**src/rtl/sudoku_ram_arbiter_if.sv**
```systemverilog
// rtl/sudoku_ram_arbiter_if.sv - req/gnt access bus between one requester and the RAM arbiter
interface sudoku_ram_arbiter_if;
  logic       req;
  logic       we;
  logic [6:0] addr;
  logic [7:0] wdata;
  logic       gnt;
  logic       rvalid;
  logic [7:0] rdata;

  modport master (output req, we, addr, wdata, input gnt, rvalid, rdata);
  modport slave  (input req, we, addr, wdata, output gnt, rvalid, rdata);
endinterface

```
**src/rtl/sudoku_ram_arbiter.sv**
```systemverilog
// rtl/sudoku_ram_arbiter.sv - two-port round-robin arbiter with bounded bursts for the result RAM
module sudoku_ram_arbiter #(
  parameter int CELLS     = 81,
  parameter int BURST_MAX = 4
) (
  input  logic                clk,
  input  logic                rst,
  sudoku_ram_arbiter_if.slave m0,
  sudoku_ram_arbiter_if.slave m1,
  output logic                RAM_ceb,
  output logic                RAM_web,
  output logic [6:0]          RAM_A,
  output logic [7:0]          RAM_D,
  input  logic [7:0]          RAM_Q,
  output logic                err
);

  typedef enum logic [1:0] {IDLE, OWN0, OWN1} state_t;

  localparam logic [3:0] BMAX = 4'(BURST_MAX);

  state_t     state;
  logic [3:0] cnt;
  logic       last;

  logic       grant;
  logic       sel;
  state_t     own_sel;
  logic       we_s;
  logic [6:0] addr_s;
  logic [7:0] wdata_s;
  logic       in_range;

  // Read return pipeline: stage 1 = RAM access cycle, stage 2 = RAM_Q cycle
  logic       rd_v1, rd_p1, rd_z1;
  logic       rd_v2, rd_p2, rd_z2;

  always_comb begin
    grant = 1'b0;
    sel   = 1'b0;
    case (state)
      IDLE: begin
        if (m0.req && m1.req) begin
          grant = 1'b1;
          sel   = ~last;
        end else if (m0.req) begin
          grant = 1'b1;
        end else if (m1.req) begin
          grant = 1'b1;
          sel   = 1'b1;
        end
      end
      OWN0: begin
        if (m0.req && (!m1.req || cnt < BMAX)) begin
          grant = 1'b1;
        end else if (m1.req) begin
          grant = 1'b1;
          sel   = 1'b1;
        end
      end
      OWN1: begin
        if (m1.req && (!m0.req || cnt < BMAX)) begin
          grant = 1'b1;
          sel   = 1'b1;
        end else if (m0.req) begin
          grant = 1'b1;
        end
      end
      default: begin
        grant = 1'b0;
        sel   = 1'b0;
      end
    endcase
  end

  assign own_sel  = sel ? OWN1 : OWN0;
  assign we_s     = sel ? m1.we    : m0.we;
  assign addr_s   = sel ? m1.addr  : m0.addr;
  assign wdata_s  = sel ? m1.wdata : m0.wdata;
  assign in_range = ({1'b0, addr_s} < 8'(CELLS));

  // Grants are suppressed while reset is held so requesters never pop during reset
  assign m0.gnt = rst & grant & ~sel;
  assign m1.gnt = rst & grant & sel;

  always_ff @(posedge clk or negedge rst) begin
    if (!rst) begin
      state   <= IDLE;
      cnt     <= 4'd0;
      last    <= 1'b1;
      RAM_ceb <= 1'b0;
      RAM_web <= 1'b1;
      RAM_A   <= 7'd0;
      RAM_D   <= 8'd0;
      err     <= 1'b0;
      rd_v1   <= 1'b0;
      rd_p1   <= 1'b0;
      rd_z1   <= 1'b0;
      rd_v2   <= 1'b0;
      rd_p2   <= 1'b0;
      rd_z2   <= 1'b0;
    end else begin
      rd_v2 <= rd_v1;
      rd_p2 <= rd_p1;
      rd_z2 <= rd_z1;
      rd_v1 <= grant & ~we_s;
      rd_p1 <= sel;
      rd_z1 <= ~in_range;
      if (grant) begin
        last  <= sel;
        state <= own_sel;
        if (state == own_sel)
          cnt <= (cnt < BMAX) ? cnt + 4'd1 : BMAX;
        else
          cnt <= 4'd1;
        // Out-of-range slots consume the grant but never touch the RAM
        RAM_ceb <= in_range;
        RAM_web <= ~(we_s & in_range);
        RAM_A   <= addr_s;
        RAM_D   <= we_s ? wdata_s : 8'd0;
        if (!in_range)
          err <= 1'b1;
      end else begin
        state   <= IDLE;
        cnt     <= 4'd0;
        RAM_ceb <= 1'b0;
        RAM_web <= 1'b1;
      end
    end
  end

  assign m0.rvalid = rd_v2 & ~rd_p2;
  assign m1.rvalid = rd_v2 & rd_p2;
  assign m0.rdata  = (rd_v2 & ~rd_p2 & ~rd_z2) ? RAM_Q : 8'd0;
  assign m1.rdata  = (rd_v2 & rd_p2 & ~rd_z2) ? RAM_Q : 8'd0;

endmodule

```
**src/flat_wrapper.sv**
```systemverilog
// flat-port wrapper written by rule: the top's interface ports become plain ports
module sudoku_ram_arbiter_flat 
#(
  parameter int CELLS     = 81,
  parameter int BURST_MAX = 4
)
  (clk, rst, RAM_ceb, RAM_web, RAM_A, RAM_D, RAM_Q, err, m0_req, m0_we, m0_addr, m0_wdata, m0_gnt, m0_rvalid, m0_rdata, m1_req, m1_we, m1_addr, m1_wdata, m1_gnt, m1_rvalid, m1_rdata);
  sudoku_ram_arbiter_if m0_i ();
  sudoku_ram_arbiter_if m1_i ();
  input  logic clk;
  input  logic rst;
  output logic RAM_ceb;
  output logic RAM_web;
  output logic [6:0] RAM_A;
  output logic [7:0] RAM_D;
  input  logic [7:0] RAM_Q;
  output logic err;
  input wire logic [$bits(m0_i.req)-1:0] m0_req;
  input wire logic [$bits(m0_i.we)-1:0] m0_we;
  input wire logic [$bits(m0_i.addr)-1:0] m0_addr;
  input wire logic [$bits(m0_i.wdata)-1:0] m0_wdata;
  output wire logic [$bits(m0_i.gnt)-1:0] m0_gnt;
  output wire logic [$bits(m0_i.rvalid)-1:0] m0_rvalid;
  output wire logic [$bits(m0_i.rdata)-1:0] m0_rdata;
  input wire logic [$bits(m1_i.req)-1:0] m1_req;
  input wire logic [$bits(m1_i.we)-1:0] m1_we;
  input wire logic [$bits(m1_i.addr)-1:0] m1_addr;
  input wire logic [$bits(m1_i.wdata)-1:0] m1_wdata;
  output wire logic [$bits(m1_i.gnt)-1:0] m1_gnt;
  output wire logic [$bits(m1_i.rvalid)-1:0] m1_rvalid;
  output wire logic [$bits(m1_i.rdata)-1:0] m1_rdata;
  assign m0_i.req = m0_req;
  assign m0_i.we = m0_we;
  assign m0_i.addr = m0_addr;
  assign m0_i.wdata = m0_wdata;
  assign m0_gnt = m0_i.gnt;
  assign m0_rvalid = m0_i.rvalid;
  assign m0_rdata = m0_i.rdata;
  assign m1_i.req = m1_req;
  assign m1_i.we = m1_we;
  assign m1_i.addr = m1_addr;
  assign m1_i.wdata = m1_wdata;
  assign m1_gnt = m1_i.gnt;
  assign m1_rvalid = m1_i.rvalid;
  assign m1_rdata = m1_i.rdata;
  sudoku_ram_arbiter #(.CELLS(CELLS), .BURST_MAX(BURST_MAX)) u_core (.clk(clk), .rst(rst), .m0(m0_i), .m1(m1_i), .RAM_ceb(RAM_ceb), .RAM_web(RAM_web), .RAM_A(RAM_A), .RAM_D(RAM_D), .RAM_Q(RAM_Q), .err(err));
endmodule
```
**config.mk**
```make
export PLATFORM = sky130hd
export DESIGN_NAME = sudoku_ram_arbiter_flat
export DESIGN_NICKNAME = d
export VERILOG_FILES = /design/src/rtl/sudoku_ram_arbiter_if.sv /design/src/rtl/sudoku_ram_arbiter.sv /design/src/flat_wrapper.sv
export SDC_FILE = /design/constraint.sdc
export NUM_CORES = 1
export LEC_CHECK = 0
export CORE_MARGIN = 2
export CORE_UTILIZATION = 40
export DETAILED_ROUTE_END_ITERATION = 10
export GPL_ROUTABILITY_DRIVEN = 0
export HOLD_SLACK_MARGIN = 0.02
export PLACE_DENSITY = 0.83
export SLEW_MARGIN = 10
export SYNTH_ARGS = -nofsm -noshare
export SYNTH_HDL_FRONTEND = slang
export SYNTH_SLANG_ARGS = --single-unit
export TNS_END_PERCENT = 20
```
**constraint.sdc**
```tcl
create_clock -name clk -period 2.1 [get_ports clk]
set_input_delay 0.42 -clock clk [delete_from_list [all_inputs] [get_ports clk]]
set_output_delay 0.42 -clock clk [all_outputs]
set_load 0.1 [all_outputs]
```
==> impl_metrics.tcl <==
set metrics [dict create \
    die_area_sq_mm 0.00470 \
    clkPwrFrac_pct 19.4 \
    drtPass1Iterations 4 \
    rsz0062_at_grt "no" \
    power.leakage_nw 1.22 \
    final_area_sq_mm 0.00287 \
    fin_crit_sh_pct 98.0 \
    syn_to_final_growth_pct 72.2 \
    cts-buffers-inserted 5 \
    path_class "in2out" \
    path_delay_family "buffers and inverters" \
    pwr-share-seq_pct 26.8 \
    pwr-share-comb_pct 53.9 \
    viasPerCell 5.51 \
    vdd_ir_drop_max_mv 0.728 \
    cp-start-kind "primary input" \
    ctsHtreeMaxLevel 2 \
    antenna-diode-count 0 \
    drc 0 \
    critPathBufInv 2 \
    num_rows 23 \
    ys_top_cells_by_area "dfrtp_1 (44%), and2_1 (6.4%), a31oi_1 (5.6%)" \
    drtAntennaViolNets 0 \
    syn_nets 215 \
    cts_tree "done" \
    drive_gt1_share_pct 30.2 \
    p_int_mw 1.60 \
    critPathArrivalTime_ps 1640 \
    synth_cells 170 \
    required_ps 1680 \
    cts.sinks 31 \
    min_period_ps 2060 \
    min_path_type "in2async" \
    finClkSkew_ps 5.79 \
    avgSynthCellArea_sq_um 9.80 \
    reg2reg_from "u_core.state[0]$_DFF_PN0_" \
    power_mw 3.08 \
    coreArea_sq_mm 0.00400 \
    insertion_delay_ps 280 \
    grt.overflow.total 0 \
    power_switching_mw 1.48 \
    p_sw_share_pct 48.1 \
    die_y_microns 68.5 \
    crit_fanout 6 \
    synth.distinct_cells 44 \
    antenna_found_initial 0 \
    critical_path.cell_chain "clkdlybuf4s50_1, and3_4, and3_2, buf_12" \
    yosysWarnings 0 \
    synth_seq_area_share_pct 46.7 \
    final_hold_viol_count 0 \
    start_util_pct 41.6 \
    synth-edff-count 0 \
    fin_cells 315 \
    syn_area_sq_mm 0.00167 \
    via_count 1735 \
    ys_ff_latch 31 \
    end_kind "output port" \
    synthFlopType "dfrtp_1" \
    crit_start "m1_req" \
    finalSetupViolations 0 \
    async_reset_ff_share_pct 100 \
    layout_common_cells "clkdlybuf4s50_1 (42), buf_4 (37), dfrtp_1 (28)" \
    root_buffer "clkbuf_8" \
    hpwlAfterDp_microns 3500 \
    path_clk_slew_ps 60 \
    final_common_cell "clkdlybuf4s50_1" \
    ios 82 \
    drtIter0Drc 119 \
    grt_max_degree 33 \
    detail_route.wl_per_cell_microns 14.8 \
    io_buffers 81 \
    maxCapViolations 0 \
    clockBufferDepth 2 \
    fmax_mhz 486 \
    placed_cell_area_sq_mm 0.00271 \
    place_inst 304 \
    slew_viol_final 0 \
    yosysTopAreaCell "dfrtp_1" \
    grt_pass1_vias 1598 \
    status "complete, no violations" \
    postLayoutCoreUtil_pct 71.7 \
    die_w_microns 68.5 \
    nets 309 \
    grt_usage_pct 21.2 \
    power.density_mw_per_mm2 1070 \
    netlist.area_leader.share_pct 43.6 \
    slowest_stage "clkdlybuf4s50_1" \
    drt-total-wl_microns 4650 \
    cp_slowest_stage_delay_ps 600 \
    grt_pass1_wl_microns 7350 \
]
==> per-stage QoR <==
step           setup WS [ps]  setup TNS (ps)  hold slack [ps]
2_1_floorplan           -179            -221              124
3_3_place_gp           -82.7           -98.9              333
3_5_place_dp           -90.5            -306              343
4_1_cts                 1.78               0              340
5_1_grt                 10.1               0              340
6_report                41.2               0              351
==> sequential cells by signal, indices dropped and copies added (netlist names) <==
register and flops:
u_core.rd_p1 1, u_core.err 1, u_core.rd_z1 1, u_core.RAM_D 8, u_core.rd_v1 1, u_core.RAM_web 1, u_core.state 2, u_core.rd_v2 1
u_core.rd_p2 1, u_core.RAM_ceb 1, u_core.cnt 4, u_core.rd_z2 1, u_core.last 1, u_core.RAM_A 7
==> power groups by stage <==
stage	sequential (mW)	clock (mW)	combinational (mW)
4_1_cts	0.817	0.605	1.64
2_1_floorplan	1.42	0	0.567
5_1_grt	0.838	0.655	1.73
6_report	0.823	0.596	1.66
3_5_place_dp	0.824	0	1.64
3_3_place_gp	0.820	0	1.63
==> metal layers <==
layer | routed length [microns] | GRT usage (%) | vias to the layer above
met5 | 0 | 0 | -
met4 | 29 | 5.75 | 0
met3 | 476 | 6.17 | 4
met2 | 2250 | 36.7 | 86
met1 | 1900 | 25.7 | 827
li1 | - | - | 818
==> layout make-up <==
type	count	area [sq um]
Clock buffer	6	82.6
Clock inverter	2	35.0
Fill cell	286	1130
Inverter	1	3.75
Multi-Input combinational cell	126	817
Sequential cell	31	779
Tap cell	50	62.6
Timing Repair Buffer	99	1090
==> logic make-up (layout without fill, tap and decap cells) <==
group / Yosys count / after routing / share of synthesized area (%)
adder cells (fa/ha/maj): 1 / 1 / 0.751
flip-flops: 31 / 31 / 46.7
other: 1 / 1 / 0.225
AO/OA/AOI/OAI: 52 / 52 / 21.9
AND/OR/NAND/NOR: 72 / 72 / 24.3
buffers and inverters: 13 / 108 / 6.09
==> Yosys cell counts, types with 2 or more instances <==
| master | count |
|---|---|
| o21ai_0 | 10 |
| nand3b_1 | 2 |
| nor3b_1 | 2 |
| buf_1 | 2 |
| clkbuf_1 | 2 |
| a21oi_1 | 4 |
| buf_6 | 2 |
| buf_2 | 2 |
| nand4_1 | 8 |
| dfstp_2 | 2 |
| o211ai_1 | 8 |
| o21a_1 | 2 |
| buf_4 | 2 |
| a31oi_1 | 15 |
| and2_1 | 17 |
| nor2_1 | 22 |
| and3_1 | 3 |
| a31o_2 | 3 |
| nand3_1 | 7 |
| dfrtp_1 | 29 |
| nand2_1 | 3 |
==> path summary, 6_finish.rpt <==
check / to / slack [ps] / cells after the start
min: u_core.cnt[0]$_DFF_PN0_ / 350 / 1
max in group asynchronous: u_core.RAM_web$_DFF_PN1_ / 1100 / 2
min reg2reg: u_core.rd_p2$_DFF_PN0_ / 360 / 0
max reg2reg: u_core.RAM_web$_DFF_PN1_ / 370 / 5
max: m1_gnt / 40 / 4
min in group clk: u_core.rd_p2$_DFF_PN0_ / 360 / 0
==> what timing repair did <==
action,4_1_cts,5_1_grt
hold buffers,0,0
endpoints found under the setup margin,2,2
cloned,0,0
setup buffers,0,3
pin swaps,0,1
resized for setup,1,4
(Power assumes the default switching activity.)
==> edit, RTL diff (same flow settings) <==
Register the output `err` once more, cleared by the reset; this adds one clock of latency there. The other outputs are not delayed to match.
--- a/src/rtl/sudoku_ram_arbiter.sv
+++ b/src/rtl/sudoku_ram_arbiter.sv
@@ -19,4 +19,6 @@
 
   localparam logic [3:0] BMAX = 4'(BURST_MAX);
+
+  logic err_s0;
 
   state_t     state;
@@ -93,5 +95,5 @@
       RAM_A   <= 7'd0;
       RAM_D   <= 8'd0;
-      err     <= 1'b0;
+      err_s0  <= 1'b0;
       rd_v1   <= 1'b0;
       rd_p1   <= 1'b0;
@@ -120,5 +122,5 @@
         RAM_D   <= we_s ? wdata_s : 8'd0;
         if (!in_range)
-          err <= 1'b1;
+          err_s0 <= 1'b1;
       end else begin
         state   <= IDLE;
@@ -135,4 +137,12 @@
   assign m1.rdata  = (rd_v2 & rd_p2 & ~rd_z2) ? RAM_Q : 8'd0;
 
+  always_ff @(posedge clk or negedge rst) begin
+    if (!rst) begin
+      err <= '0;
+    end else begin
+      err <= err_s0;
+    end
+  end
+
 endmodule
 
Check against the original RTL: not equivalent (a bounded check fails within 4 cycles, from zero or initial values and one cycle with rst low).
==> edit against the unedited design <==
First-iteration DRC count is 7.6% lower; worst setup slack better by 0.032 ns; count of clock-buffer cells in the layout is 1 higher; clock power is 26% lower; synthesized area is 1.5% higher; final cell count stayed put; final area is 0.83% lower; sequential power is 2% higher; via count is 1.4% lower; die area is 1.4% higher; total power is 4.8% lower; sequential cell count is 1 higher; global-route usage is 1.0 points lower; critical endpoint is now m0_gnt; routed wire length is 0.54% lower.
==> edit: results (changes against the unedited design) <==
[worst_hold_path]
hold_path_class = flop to flop

[clock_tree]
cts_root_buffer = clkbuf_8
clk_pin_slew_ns = 0.06  ; about the same
cts.htree.levels = 2  ; unchanged
clock_latency_ns = 0.28  ; about the same
numCtsBuffers = 5  ; unchanged
cts.path.max_buffers = 2  ; unchanged
cts_setup_buffers = 0  ; unchanged
ctsResizeCount = 2  ; +1

[detailed_routing]
drtIter0Drc = 110  ; -7.6%
vias_per_cell = 5.43  ; -1.4%
wl_per_cell_um = 14.7  ; -0.54%
wirelength_um = 4630  ; -0.54%
route.met3.wl_um = 328  ; -31%
drt-met1-wl_um = 2110  ; +11%
wl_met2_um = 2100  ; -6.4%
ant_nets = 0  ; unchanged
top_layer_used = met4
firstDrtPassIters = 4  ; unchanged

[pwr]
vdd_drop_max_uv = 727  ; -0.15%
leakage_nw = 1.21  ; -1.2%

[setup_path]
r2r_setup_slack_ns = 0.35  ; -0.02 ns
crit_arrival_ns = 1.61  ; -0.03 ns
crit_fanout = 8  ; +2

[logic_synthesis]
syn_area_per_cell_um2 = 9.89  ; +0.91%
synth_nets = 216  ; +0.47%
ys_types = 44  ; unchanged
postSynth.asyncResetShare = 1.00  ; unchanged
synth_area_leaders = dfrtp_1, and2_1, a31oi_1, nor2_1, o211ai_1
yosysSeqAreaShare = 0.475  ; +0.00789
yosysWarnings = 0  ; unchanged
yosys-top-cells-count = dfrtp_1, nor2_1, and2_1

[placed_design]
port_buffers = 81  ; unchanged
dpl_worst_slack_ns = -0.214  ; -0.123 ns
dp_hpwl_um = 3420  ; -2.2%
place_area_um2 = 2730  ; +0.65%
dp_cells = 304  ; unchanged

[finish]
top_regs = u_core.RAM_D x8, u_core.RAM_A x7, u_core.cnt x4
antenna_cells = 0  ; unchanged
fin_nets = 309  ; unchanged
drive_gt1_frac = 0.291  ; -0.0113
largest_register_ffs = 8  ; unchanged

[global_routing]
grt_pass1_wl_um = 7650  ; +4.0%
grt.total_usage = 0.202  ; -0.0103
overflow = 0  ; unchanged
grt_pass1_vias = 1614  ; +1.0%
antenna_found_initial = 0  ; unchanged
grt_max_degree = 33  ; unchanged

[sta]
holdWs_ns = 0.347  ; -0.00369 ns
fin_tns_setup_ns = 0  ; unchanged
skew_ns = 0.00778  ; +0.00200 ns
setup_slack_ns = 0.0733  ; +0.0322 ns
hold_viol_final = 0  ; unchanged

[outcome]
status = finished clean

-- edit: worst max-delay path: stages, from the launching register on --
cell       delay (ns)
dfrtp_1          0.47
nand4bb_4        0.27
nand3_2          0.10
nor2_2           0.06
nor3b_4          0.22
buf_12           0.20
-- edit: logic make-up after synthesis --
| kind of cell | after synthesis | share of synthesized area |
|---|---|---|
| buffers and inverters | 13 | 0.0600 |
| AND/OR/NAND/NOR | 72 | 0.239 |
| other | 1 | 0.00222 |
| AO/OA/AOI/OAI | 52 | 0.216 |
| adder cells (fa/ha/maj) | 1 | 0.00740 |
| flip-flops | 32 | 0.475 |
-- edit: layer usage --
metal  vias to the layer above  GRT usage
li1                        824          -
met1                       800      0.271
met2                        78      0.303
met3                         9     0.0629
met4                         0     0.0784
met5                         -          0
-- edit: power breakdown --
part,switching [mW],internal [mW]
Sequential,0.0870,0.750
Combinational,1.17,0.476
Clock,0.207,0.232
Total,1.47,1.46
-- edit: cell type report --
| cell class | instances | area [um^2] |
|---|---|---|
| well taps | 50 | 62.6 |
| repair buffers | 98 | 1080 |
| inverters | 1 | 3.75 |
| clock buffers | 7 | 76.3 |
| clock inverters | 1 | 5.00 |
| multi-input cells | 126 | 817 |
| fillers | 306 | 1180 |
| flip-flops and latches | 32 | 803 |
-- edit: final timing paths --
path | start | end | cells after the start
max in group asynchronous | rst | u_core.last$_DFFE_PN1P_ | 2
max | u_core.state[0]$_DFF_PN0_ | m0_gnt | 5
min reg2reg | u_core.rd_z1$_DFF_PN0_ | u_core.rd_z2$_DFF_PN0_ | 0
min | u_core.rd_z1$_DFF_PN0_ | u_core.rd_z2$_DFF_PN0_ | 0
max reg2reg | u_core.state[0]$_DFF_PN0_ | u_core.RAM_web$_DFF_PN1_ | 5
min in group asynchronous | rst | u_core.cnt[0]$_DFF_PN0_ | 1
